==> config.mk <==
export PLATFORM = sky130hd
export DESIGN_NAME = fifo_sync_param
export DESIGN_NICKNAME = d
export VERILOG_FILES = /design/src/rtl/fifo_pkg.sv /design/src/rtl/fifo_regfile.sv /design/src/rtl/fifo_sync_param.sv
export SDC_FILE = /design/constraint.sdc
export NUM_CORES = 1
export LEC_CHECK = 0
export ABC_CLOCK_PERIOD_IN_PS = 2700
export CORE_ASPECT_RATIO = 1.4
export CORE_MARGIN = 3
export CORE_UTILIZATION = 53
export DETAILED_ROUTE_END_ITERATION = 16
export PLACE_DENSITY = 0.75
export SLEW_MARGIN = 20
export SYNTH_ARGS = -nofsm -noshare
export SYNTH_HDL_FRONTEND = slang
export SYNTH_HIERARCHICAL = 1
export SYNTH_SLANG_ARGS = --single-unit
==> constraint.sdc <==
create_clock -name clk -period 2.7 [get_ports clk]
set_input_delay 0.405 -clock clk [delete_from_list [all_inputs] [get_ports clk]]
set_output_delay 0.405 -clock clk [all_outputs]
set_load 0.05 [all_outputs]
==> src/rtl/fifo_pkg.sv <==
// Shared types and helpers for the synchronous FIFO.
package fifo_pkg;

  // Decoded status, one bit per externally visible flag.
  typedef struct packed {
    logic empty;
    logic full;
    logic almost_empty;
    logic almost_full;
    logic overflow;
    logic underflow;
  } fifo_status_t;

  // Number of entries addressed by a pointer of the given width.
  function automatic int unsigned fifo_depth(input int unsigned addr_w);
    return 32'd1 << addr_w;
  endfunction

endpackage

==> src/rtl/fifo_regfile.sv <==
// Storage array for the FIFO: synchronous write, asynchronous read, no reset.
module fifo_regfile
  import fifo_pkg::*;
#(
  parameter int unsigned DATA_WIDTH = 8,
  parameter int unsigned ADDR_WIDTH = 4
) (
  input  logic                  clk,
  input  logic                  we,
  input  logic [ADDR_WIDTH-1:0] waddr,
  input  logic [DATA_WIDTH-1:0] wdata,
  input  logic [ADDR_WIDTH-1:0] raddr,
  output logic [DATA_WIDTH-1:0] rdata
);

  localparam int unsigned DEPTH = fifo_depth(ADDR_WIDTH);

  logic [DATA_WIDTH-1:0] mem [DEPTH];

  // Write port; contents survive reset on purpose.
  always_ff @(posedge clk) begin
    if (we) begin
      mem[waddr] <= wdata;
    end
  end

  assign rdata = mem[raddr];

endmodule

==> src/rtl/fifo_sync_param.sv <==
// Parametrised synchronous FIFO with occupancy flags, sticky error flags and
// selectable registered or first-word-fall-through read.
module fifo_sync_param
  import fifo_pkg::*;
#(
  parameter int unsigned DATA_WIDTH = 8,
  parameter int unsigned ADDR_WIDTH = 4,
  parameter int unsigned AF_THRESH  = 14,
  parameter int unsigned AE_THRESH  = 1,
  parameter int unsigned FWFT       = 0
) (
  input  logic                  clk,
  input  logic                  reset,
  input  logic                  wr_en,
  input  logic [DATA_WIDTH-1:0] wr_data,
  input  logic                  rd_en,
  input  logic                  clr_err,
  output logic [DATA_WIDTH-1:0] rd_data,
  output logic                  rd_valid,
  output logic [ADDR_WIDTH:0]   count,
  output logic                  empty,
  output logic                  full,
  output logic                  almost_empty,
  output logic                  almost_full,
  output logic                  overflow,
  output logic                  underflow
);

  localparam int unsigned           DEPTH     = fifo_depth(ADDR_WIDTH);
  localparam logic [ADDR_WIDTH:0]   DEPTH_CNT = (ADDR_WIDTH+1)'(DEPTH);
  localparam logic [ADDR_WIDTH:0]   AF_CNT    = (ADDR_WIDTH+1)'(AF_THRESH);
  localparam logic [ADDR_WIDTH:0]   AE_CNT    = (ADDR_WIDTH+1)'(AE_THRESH);
  localparam logic [ADDR_WIDTH:0]   CNT_ONE   = (ADDR_WIDTH+1)'(1);
  localparam logic [ADDR_WIDTH-1:0] PTR_ONE   = ADDR_WIDTH'(1);

  logic [ADDR_WIDTH-1:0] wr_ptr_q, wr_ptr_d;
  logic [ADDR_WIDTH-1:0] rd_ptr_q, rd_ptr_d;
  logic [ADDR_WIDTH:0]   count_q, count_d;
  logic                  overflow_q, overflow_d;
  logic                  underflow_q, underflow_d;
  logic                  push_ok, pop_ok;
  logic [DATA_WIDTH-1:0] head;
  fifo_status_t          status;

  fifo_regfile #(
    .DATA_WIDTH(DATA_WIDTH),
    .ADDR_WIDTH(ADDR_WIDTH)
  ) u_regfile (
    .clk   (clk),
    .we    (push_ok),
    .waddr (wr_ptr_q),
    .wdata (wr_data),
    .raddr (rd_ptr_q),
    .rdata (head)
  );

  // Flags decode from the registered count, so they trail the push/pop edge by one cycle.
  always_comb begin
    status              = '0;
    status.empty        = (count_q == '0);
    status.full         = (count_q == DEPTH_CNT);
    status.almost_empty = (count_q <= AE_CNT);
    status.almost_full  = (count_q >= AF_CNT);
    status.overflow     = overflow_q;
    status.underflow    = underflow_q;
  end

  // A pop in the same cycle frees a slot, so a full FIFO still accepts a push.
  always_comb begin
    pop_ok  = rd_en && !status.empty;
    push_ok = wr_en && (!status.full || pop_ok);
  end

  // Next-state for pointers, occupancy and sticky errors; set beats clear.
  always_comb begin
    wr_ptr_d    = wr_ptr_q;
    rd_ptr_d    = rd_ptr_q;
    count_d     = count_q;
    overflow_d  = overflow_q;
    underflow_d = underflow_q;
    if (push_ok) begin
      wr_ptr_d = wr_ptr_q + PTR_ONE;
    end
    if (pop_ok) begin
      rd_ptr_d = rd_ptr_q + PTR_ONE;
    end
    unique case ({push_ok, pop_ok})
      2'b10:   count_d = count_q + CNT_ONE;
      2'b01:   count_d = count_q - CNT_ONE;
      default: count_d = count_q;
    endcase
    if (clr_err) begin
      overflow_d  = 1'b0;
      underflow_d = 1'b0;
    end
    if (wr_en && !push_ok) begin
      overflow_d = 1'b1;
    end
    if (rd_en && status.empty) begin
      underflow_d = 1'b1;
    end
  end

  // Control state register.
  always_ff @(posedge clk or posedge reset) begin
    if (reset) begin
      wr_ptr_q    <= '0;
      rd_ptr_q    <= '0;
      count_q     <= '0;
      overflow_q  <= 1'b0;
      underflow_q <= 1'b0;
    end else begin
      wr_ptr_q    <= wr_ptr_d;
      rd_ptr_q    <= rd_ptr_d;
      count_q     <= count_d;
      overflow_q  <= overflow_d;
      underflow_q <= underflow_d;
    end
  end

  if (FWFT != 0) begin : g_fwft
    // Head word is presented directly; rd_en only acknowledges it.
    always_comb begin
      rd_data  = head;
      rd_valid = !status.empty;
    end
  end else begin : g_reg
    logic [DATA_WIDTH-1:0] rd_data_q;
    logic                  rd_valid_q;

    // Registered read: popped word appears one cycle after the pop edge.
    always_ff @(posedge clk or posedge reset) begin
      if (reset) begin
        rd_data_q  <= '0;
        rd_valid_q <= 1'b0;
      end else begin
        rd_valid_q <= pop_ok;
        if (pop_ok) begin
          rd_data_q <= head;
        end
      end
    end

    always_comb begin
      rd_data  = rd_data_q;
      rd_valid = rd_valid_q;
    end
  end

  // Drive flag ports from the decoded status.
  always_comb begin
    count        = count_q;
    empty        = status.empty;
    full         = status.full;
    almost_empty = status.almost_empty;
    almost_full  = status.almost_full;
    overflow     = status.overflow;
    underflow    = status.underflow;
  end

endmodule

## Word-level counts from Yosys, hierarchy flattened

Memories as Yosys holds them, arrays and structs flattened. A register that Yosys moved wholly into a read port is not among the register bits.
Index checks and enable logic that the tools add are counted.

- Memory bits (writable): 128
- Register bits: 16
- Bits of input ports: 13
- Memories: 1
- Logic and storage cells: 34
- Output and inout bits: 20

- Muxes and demuxes: 6
- Reductions and logical operators: 12
- Eq/ne operators: 3
- $lt $le $gt $ge: 2
- Add/subtract/negate cells: 4

Memories:

| memory | words | bits a word | read ports | clocked after Yosys merged registers in | write ports | line | RTL |
|---|---|---|---|---|---|---|---|
| u_regfile.mem | 16 | 8 | 1 | 1 | 1 | fifo_regfile.sv:18 | `logic [DATA_WIDTH-1:0] mem [DEPTH];` |

Operators with widths:

| kind | count |
|---|---|
| case mux 5 bit (2 select lines) | 1 |
| adder 4 x 1 -> 4 bit, second input constant | 2 |
| nonzero test 2 bit | 3 |
| adder 5 x 1 -> 5 bit, second input constant | 1 |
| equality test 5 bit, second input constant | 1 |
| greater-or-equal comparator 5 x 4 -> 1 bit, second input constant | 1 |
| less-or-equal comparator 5 x 1 -> 1 bit, second input constant | 1 |
| zero test 5 bit | 1 |
| two-way mux 1 bit | 5 |
| subtractor 5 x 1 -> 5 bit, second input constant | 1 |
| logical AND 1 bit | 4 |
| zero test 1 bit | 3 |
| equality test 2 x 1 -> 1 bit, second input constant | 1 |
| equality test 2 bit, second input constant | 1 |
| logical OR 1 bit | 1 |

## Longest topological paths before layout

- Depth after elaboration: 8
- Mapped depth: 8
- Mapped depth without buffers: 7

## Modules after synthesis

The synthesis kept the hierarchy.

By module, submodules not included:

| module | area an instance (sq um) | instances | seq. area each (sq um) | cells an instance |
|---|---|---|---|---|
| fifo_regfile | 4987.3 | 1 | 3843.7 | 221 |
| fifo_sync_param | 1161.1 | 1 | 600.6 | 113 |

## Worst setup path after synthesis

OpenSTA, ideal clock, no wires.

- Kind: register to register
- From: register count_q[0] (netlist: count[0])
- To: memory u_regfile.mem[0][0], enable pin
- Clock period less this slack: 3023 ps
- Buffers on the path: 0
- Cell stages (with the launch flop): 7
- Path slack: -323 ps
- Data arrival time: 2640 ps
- Library setup time: 383 ps
- Data required time: 2317 ps
- Path through: dfrtp_1 inv_1 ha_1 nand4bb_1 o21a_1 or3b_2 nor3_1

- Cells in the longest elaborated chain, start to end: 7
- Elaborated cells between the ends (all ways): 9

Ends and longest elaborated chain:

| item | line | RTL |
|---|---|---|
| start, declared | fifo_sync_param.sv:38 | `logic [ADDR_WIDTH:0] count_q, count_d;` |
| start signal, assigned | fifo_sync_param.sv:115 | `count_q <= count_d;` |
| zero test 5 bit | fifo_sync_param.sv:60 | `status.empty = (count_q == '0);` |
| zero test 1 bit | fifo_sync_param.sv:70 | `pop_ok = rd_en && !status.empty;` |
| logical AND 1 bit | fifo_sync_param.sv:70 |  |
| logical OR 1 bit (*) | fifo_sync_param.sv:71 | `push_ok = wr_en && (!status.full \|\| pop_ok);` |
| logical AND 1 bit (*) | fifo_sync_param.sv:71 |  |
| net push_ok | fifo_sync_param.sv:41 | `logic push_ok, pop_ok;` |
| two-way mux 1 bit (*) | fifo_regfile.sv:22 | `if (we) begin` |
| two-way mux 1 bit (not written as such) (*) | fifo_regfile.sv:23 | `mem[waddr] <= wdata;` |
| end, declared | fifo_regfile.sv:18 |  |

The timed path passes the listed nets; every way through them passes the cells marked *.

## Worst setup path after layout

- From: register count_q[1] (netlist: count[1])
- To: output full

- Cells in the longest elaborated chain, start to end: 1

Ends and longest elaborated chain:

| item | line | RTL |
|---|---|---|
| equality test 5 bit | fifo_sync_param.sv:61 | `status.full = (count_q == DEPTH_CNT);` |
| end, declared | fifo_sync_param.sv:22 | `output logic full,` |

No other way between the ends.

==> impl_metrics.ini <==
[power]
p_comb_share_pct = 32.2
ir_drop_mv = 0.521
clkPwrFrac_pct = 28.4
p_int_mw = 5.49
seqPwrFrac_pct = 39.4
finalPower_mw = 8.20
p_per_area_nw_per_um2 = 1120
leakage_nw = 2.64
netSwitchingFraction_pct = 33.0
p_switching_mw = 2.71

[routing]
avgRoutedWirePerCell_um = 21.6
dr.pass1.iters = 4
dr.first_iter.drc_count = 248
routed_wl_mm = 11.8
drtAntennaViolNets = 0
via_count = 3189
drc = 0
viasPerCell = 5.82

[sta]
slew_violations = 0
worst_slew_pin_slew_ps = 685
fin_crit_sh_pct = 91.9
fmax_ghz = 0.403
finalSetupViolations = 0
skew_ps = 8.23
maxSlewHeadroom_pct = 54.2
grt_setup_unrepaired = no
finalSetupTns_ps = 0
post-route-min-period_ps = 2480
holdWs_ps = 344
hold_viol = 0

[clock_network]
clock-sinks = 152
hold_buffers = 0
clock-root-buffer = clkbuf_16
insertion_delay_ps = 410
cts_tree = yes
postCtsSetupBuffers = 0
clk_pin_slew_worst_paths_ps = 60
cts_max_level = 4
cts_buffers = 17
clock_path_buffers = 2

[grt]
grt_pass1_wl_mm = 18.5
grt.total_usage_pct = 19.3
grt_overflow_total = 0
grt_max_degree = 36
antenna_found_initial = 0
grt_pass1_vias = 3315

[yosys]
synth_largest_area_cell = edfxtp_1
synth.net_count = 354
synth-main-ff-cell = edfxtp_1
ys_warn_count = 6
synth_seq_area_share_pct = 72.3
avgSynthCellArea_um2 = 18.4
postSynth.asyncResetShare_pct = 15.8
synth-edff-count = 128
syn_area_um2 = 6150
yosys.area.top_type_share_pct = 62.5
synth.distinct_cells = 43
ys_ff_latch = 152
synth_cells = 334
yosys-top-cells-area = edfxtp_1, dfrtp_1, mux4_2

[layout]
area_growth_pct = 19.4
fillers = 710
drive_gt1_share_pct = 20.4
stdcell_count = 548
nets = 414
diodes = 0

[place]
place.port_buffers = 32
gp_congestion = 0.919
dpl.cell_count = 516
place_hpwl_mm = 7.54

[floorplanning]
dieWidth_um = 97.0
boundaryPins = 33
start_util_pct = 55.4
row_count = 45
die_y_um = 133
dieArea_um2 = 12900
coreArea_um2 = 11100

[critical_path]
critical_path_class = reg -> out
end_kind = output port
r2r_end = u_regfile/mem[2][6]$_DFFE_PP_
r2r_cells = 7
cp_max_fo = 7
critPathArrivalTime_ps = 2080
rrSetupSlack_ps = 380
reg2reg_from = count[1]$_DFFE_PP0P_
start_kind = flop
required_ps = 2300

[outcome]
status = finished clean

[min_path]
hp-class = in -> async

[flow_run]
max_cap_violations = 0
placed cells by master, fill, tap and decap left out, types with 3 or more instances in the layout:
| cell type | synthesis | layout |
|---|---|---|
| edfxtp_1 | 128 | 128 |
| inv_1 | 6 | 6 |
| inv_4 | 0 | 3 |
| clkinv_2 | 0 | 3 |
| mux4_1 | 14 | 14 |
| clkdlybuf4s50_1 | 0 | 28 |
| buf_4 | 2 | 22 |
| nand2_1 | 41 | 41 |
| mux4_2 | 18 | 18 |
| dfrtp_2 | 0 | 3 |
| xnor2_1 | 9 | 9 |
| dfrtp_1 | 24 | 21 |
| nor2_1 | 17 | 17 |
| a22oi_1 | 17 | 17 |
| nor3_1 | 6 | 5 |
| clkbuf_16 | 0 | 20 |
| ha_1 | 7 | 7 |
| nand2b_1 | 4 | 4 |
stage by stage:
stage | cell area, um^2 | setup slack [ps] | util (%)
6_report | 7340 | 219 | 66.2
5_1_grt | 7340 | 93.1 | 66.2
4_1_cts | 7330 | 30.0 | 66.1
3_5_place_dp | 6730 | 357 | 60.7
3_3_place_gp | 6730 | 391 | 60.7
2_1_floorplan | 6160 | 109 | -
flip-flops by register name (all words and copies together), names as in the netlist:
register / cells
rd_data: 8
count: 5
underflow: 1
wr_ptr_q: 4
rd_ptr_q: 4
u_regfile/mem: 128
rd_valid: 1
overflow: 1
area by class of cell:
cell class	count	area [um^2]	share of cell area, %
timing repair buffer	54	499	6.80
clock inverter	9	80.1	1.09
tap	141	176	2.40
clock buffer	23	522	7.11
sequential	152	4450	60.6
inverter	7	26.3	0.358
multi-input combinational	162	1590	21.6
logic make-up after synthesis:
| group | Yosys count | share of synthesized area, % |
|---|---|---|
| adders and majority gates | 7 | 1.42 |
| buffers and inverters | 20 | 2.10 |
| AOI/OAI and AO/OA | 27 | 3.24 |
| xor gates and xnor gates | 10 | 1.42 |
| muxes | 36 | 13.3 |
| and+or+nand+nor | 82 | 6.27 |
| DFF | 152 | 72.3 |
timing repair:
item                                    in CTS  in global routing
gates resized for setup                      1                  2
endpoints found under the setup margin       1                  2
pin swaps                                    0                  0
worst max-delay path, cell delays in order, from the launching register on:
cell           delay [ps]
dfrtp_2               450
inv_1                 170
ha_1                  220
nand4bb_1             210
inv_1                  90
dlygate4sd2_1         520
per-layer routing:
metal  part of all wire [%]  track usage (%)  vias to the layer above
met1                     40             23.0                     1620
met4                    4.4             10.5                        0
met3                    4.7             4.92                       32
met5                      0                0                        -
met2                     51             32.4                       94
li1                       -                -                     1443
power groups by stage:
stage	Combinational, mW	Sequential (mW)	Clock (mW)
floorplan	1.56	3.53	0
global placement	2.58	3.25	0
detailed placement	2.61	3.27	0
CTS	2.66	3.23	2.37
global route	2.82	3.27	2.46
finish	2.64	3.23	2.33
cell usage after synthesis (2+ instances only):
master,instances
mux4_2,18
nor2_1,17
mux2i_1,2
nand2_1,41
clkdlybuf4s25_2,3
buf_4,2
nand3b_1,2
buf_6,3
edfxtp_1,128
dfrtp_1,24
buf_2,4
nor3_1,6
xnor2_1,9
a22oi_1,17
nand2b_1,4
inv_1,6
a21oi_1,2
mux4_1,14
ha_1,7
nand4_1,2
worst max path at each step:
| stage | from | end | cells past startpoint |
|---|---|---|---|
| final | count[1]$_DFFE_PP0P_ | full | 5 |
| after global routing | count[1]$_DFFE_PP0P_ | full | 5 |
| after CTS | count[1]$_DFFE_PP0P_ | almost_empty | 5 |
| after detailed placement | wr_en | u_regfile/mem[0][3]$_DFFE_PP_ | 5 |
| after global placement | wr_en | u_regfile/mem[0][7]$_DFFE_PP_ | 5 |
| after floorplan | count[0]$_DFFE_PP0P_ | u_regfile/mem[2][0]$_DFFE_PP_ | 6 |
Note: power is estimated with default switching activity, not from simulation.
==> edit, RTL diff (same settings) <==
Put a register stage on the output `underflow`. The value now appears one clock later. The other outputs are not delayed to match.
--- a/src/rtl/fifo_sync_param.sv
+++ b/src/rtl/fifo_sync_param.sv
@@ -33,4 +33,6 @@
   localparam logic [ADDR_WIDTH:0]   CNT_ONE   = (ADDR_WIDTH+1)'(1);
   localparam logic [ADDR_WIDTH-1:0] PTR_ONE   = ADDR_WIDTH'(1);
+
+  logic underflow_c;
 
   logic [ADDR_WIDTH-1:0] wr_ptr_q, wr_ptr_d;
@@ -156,5 +158,9 @@
     almost_full  = status.almost_full;
     overflow     = status.overflow;
-    underflow    = status.underflow;
+    underflow_c  = status.underflow;
+  end
+
+  always_ff @(posedge clk) begin
+    underflow <= underflow_c;
   end
 
Formal check against the unedited RTL: not equivalent (Yosys sat finds a counterexample within 4 cycles, from zero or initial values and one cycle with reset high).
==> edit against the unedited design <==
Setup slack improved by 32 ps; clock power is 5% higher; sequential cell count up 1; worst hold slack lost 2.1 ps; synthesized cell count rose by 0.30%; via count rose by 2.5%; routed wire length increased by 2.0%; non-clock buffer count unchanged; area after synthesis rose by 0.33%; power is 1.6% higher; sequential share of layout area fell by 0.099 points; first-iteration DRC count is 29% higher; clock skew shrank 2.0 ps; design area grew 0.61%.
==> edit: results <==
set metrics [dict create \
    outcome "finished clean" \
    cp_slowest_cell "dlygate4sd2_1" \
    routedWlPerCell_um 21.9 \
    dpl_cell_area_sq_um 6760 \
    critPathArrivalTime_ps 2040 \
    grt_pass1_wl_um 19000 \
    regMostFlops "u_regfile/mem" \
    synth_async_sr_flop_share_pct 15.7 \
    htree_levels 4 \
    synth_area_leaders "edfxtp_1 62%, dfrtp_1 9.7%, mux4_2 6.6%, mux4_1 6.0%, nand2_1 2.5%" \
    largest_register_ffs 128 \
    antenna_found_initial 0 \
    drtIter0Drc 320 \
    leakage_nw 2.66 \
    clock_latency_ps 410 \
    synth_nets 355 \
    ir_drop_mv 0.619 \
    dp.final_hpwl_um 7740 \
    io_buffer_count 32 \
    fin_nets 415 \
    final_layout_size_suffix_gt1_share_pct 20.1 \
    synth.distinct_cells 44 \
    clockBufferDepth 2 \
    gp_congestion 0.842 \
    ff2ff_path_depth 7 \
    post_cts_buffers 0 \
    grt_pass1_vias 3385 \
    relSlewSlack_pct 51.0 \
    cts_buffers 17 \
    ys_seq_area_share_pct 72.4 \
    synth_largest_area_cell "edfxtp_1" \
    fin_skew_ps 6.19 \
    n_fill_cell 763 \
    r2r_slack_ps 380 \
    grt_usage_pct 19.9 \
    slowest_delay_ps 520 \
    finalMaxSlewViolations 0 \
    vias 3270 \
    first_pass_iters 5 \
]
edit: changes by cell type in the layout (fill, tap and decap cells not counted), moves of 2 or more:
cell	unedited run	this run
clkinv_2	3	1
inv_4	3	0
clkbuf_16	20	17
clkinv_4	0	4
clkinv_1	0	2
bufinv_16	1	4
inv_6	1	3
edit: path summary, 6_finish.rpt:
path,from,end
worst max-delay path,count[1],full
worst min-delay path,reset,rd_data[5]
worst max register to register,count[0],u_regfile/mem[3][4]
worst min register to register,underflow_c,underflow
max in group asynchronous,reset,count[0]
min in group clk,underflow_c,underflow
edit: where the power goes:
| part | total [mW] | switching (mW) | internal, mW |
|---|---|---|---|
| logic | 2.63 | 1.53 | 1.10 |
| clock network | 2.45 | 0.901 | 1.55 |
| registers | 3.25 | 0.300 | 2.95 |
edit: cell families (layout without fill, tap and decap cells):
family	count (synthesis)	count (layout)	share of synthesized area [%]
adder cells (fa/ha/maj)	7	7	1.42
flip-flops	153	153	72.4
buffers and inverters	20	93	2.09
AND/OR/NAND/NOR	82	82	6.25
AO/OA/AOI/OAI	27	27	3.23
XOR/XNOR	10	10	1.42
multiplexers	36	36	13.2
edit: worst reg2reg max path: stages (launching register included):
cell and delay, ps:
dfrtp_2 420, inv_1 120, ha_1 240, nand4bb_1 180, o21a_1 200, or3b_2 520
nor2_1 140, buf_4 200
edit: layout make-up:
cell class,instances,area share [%]
tap,144,2.44
clock buffer,18,5.81
timing repair buffer,54,6.76
inverter,7,0.356
clock inverter,14,2.63
sequential,153,60.5
multi-input combinational,162,21.5
edit: stage by stage:
step | cells | worst slack (ps) | total power, mW | hold slack, ps | utilization, %
2_1_floorplan | 335 | 109 | 5.11 | 347 | -
3_3_place_gp | 520 | 390 | 5.85 | 354 | 59.6
3_5_place_dp | 520 | 309 | 5.92 | 362 | 59.6
4_1_cts | 552 | 21.3 | 8.40 | 342 | 65.1
5_1_grt | 552 | 117 | 8.70 | 371 | 65.1
6_report | 552 | 251 | 8.33 | 342 | 65.1
edit: layer usage:
layer	track usage, %	vias up	wire length (um)
met2	33.3	124	6400
met5	0	-	0
met1	24.6	1684	4760
li1	-	1444	-
met4	7.57	0	257
met3	6.02	18	672
edit: what timing repair did:
action	in CTS	in global routing
pin swaps	0	0
gates resized for setup	1	2
endpoints found under the setup margin	1	2
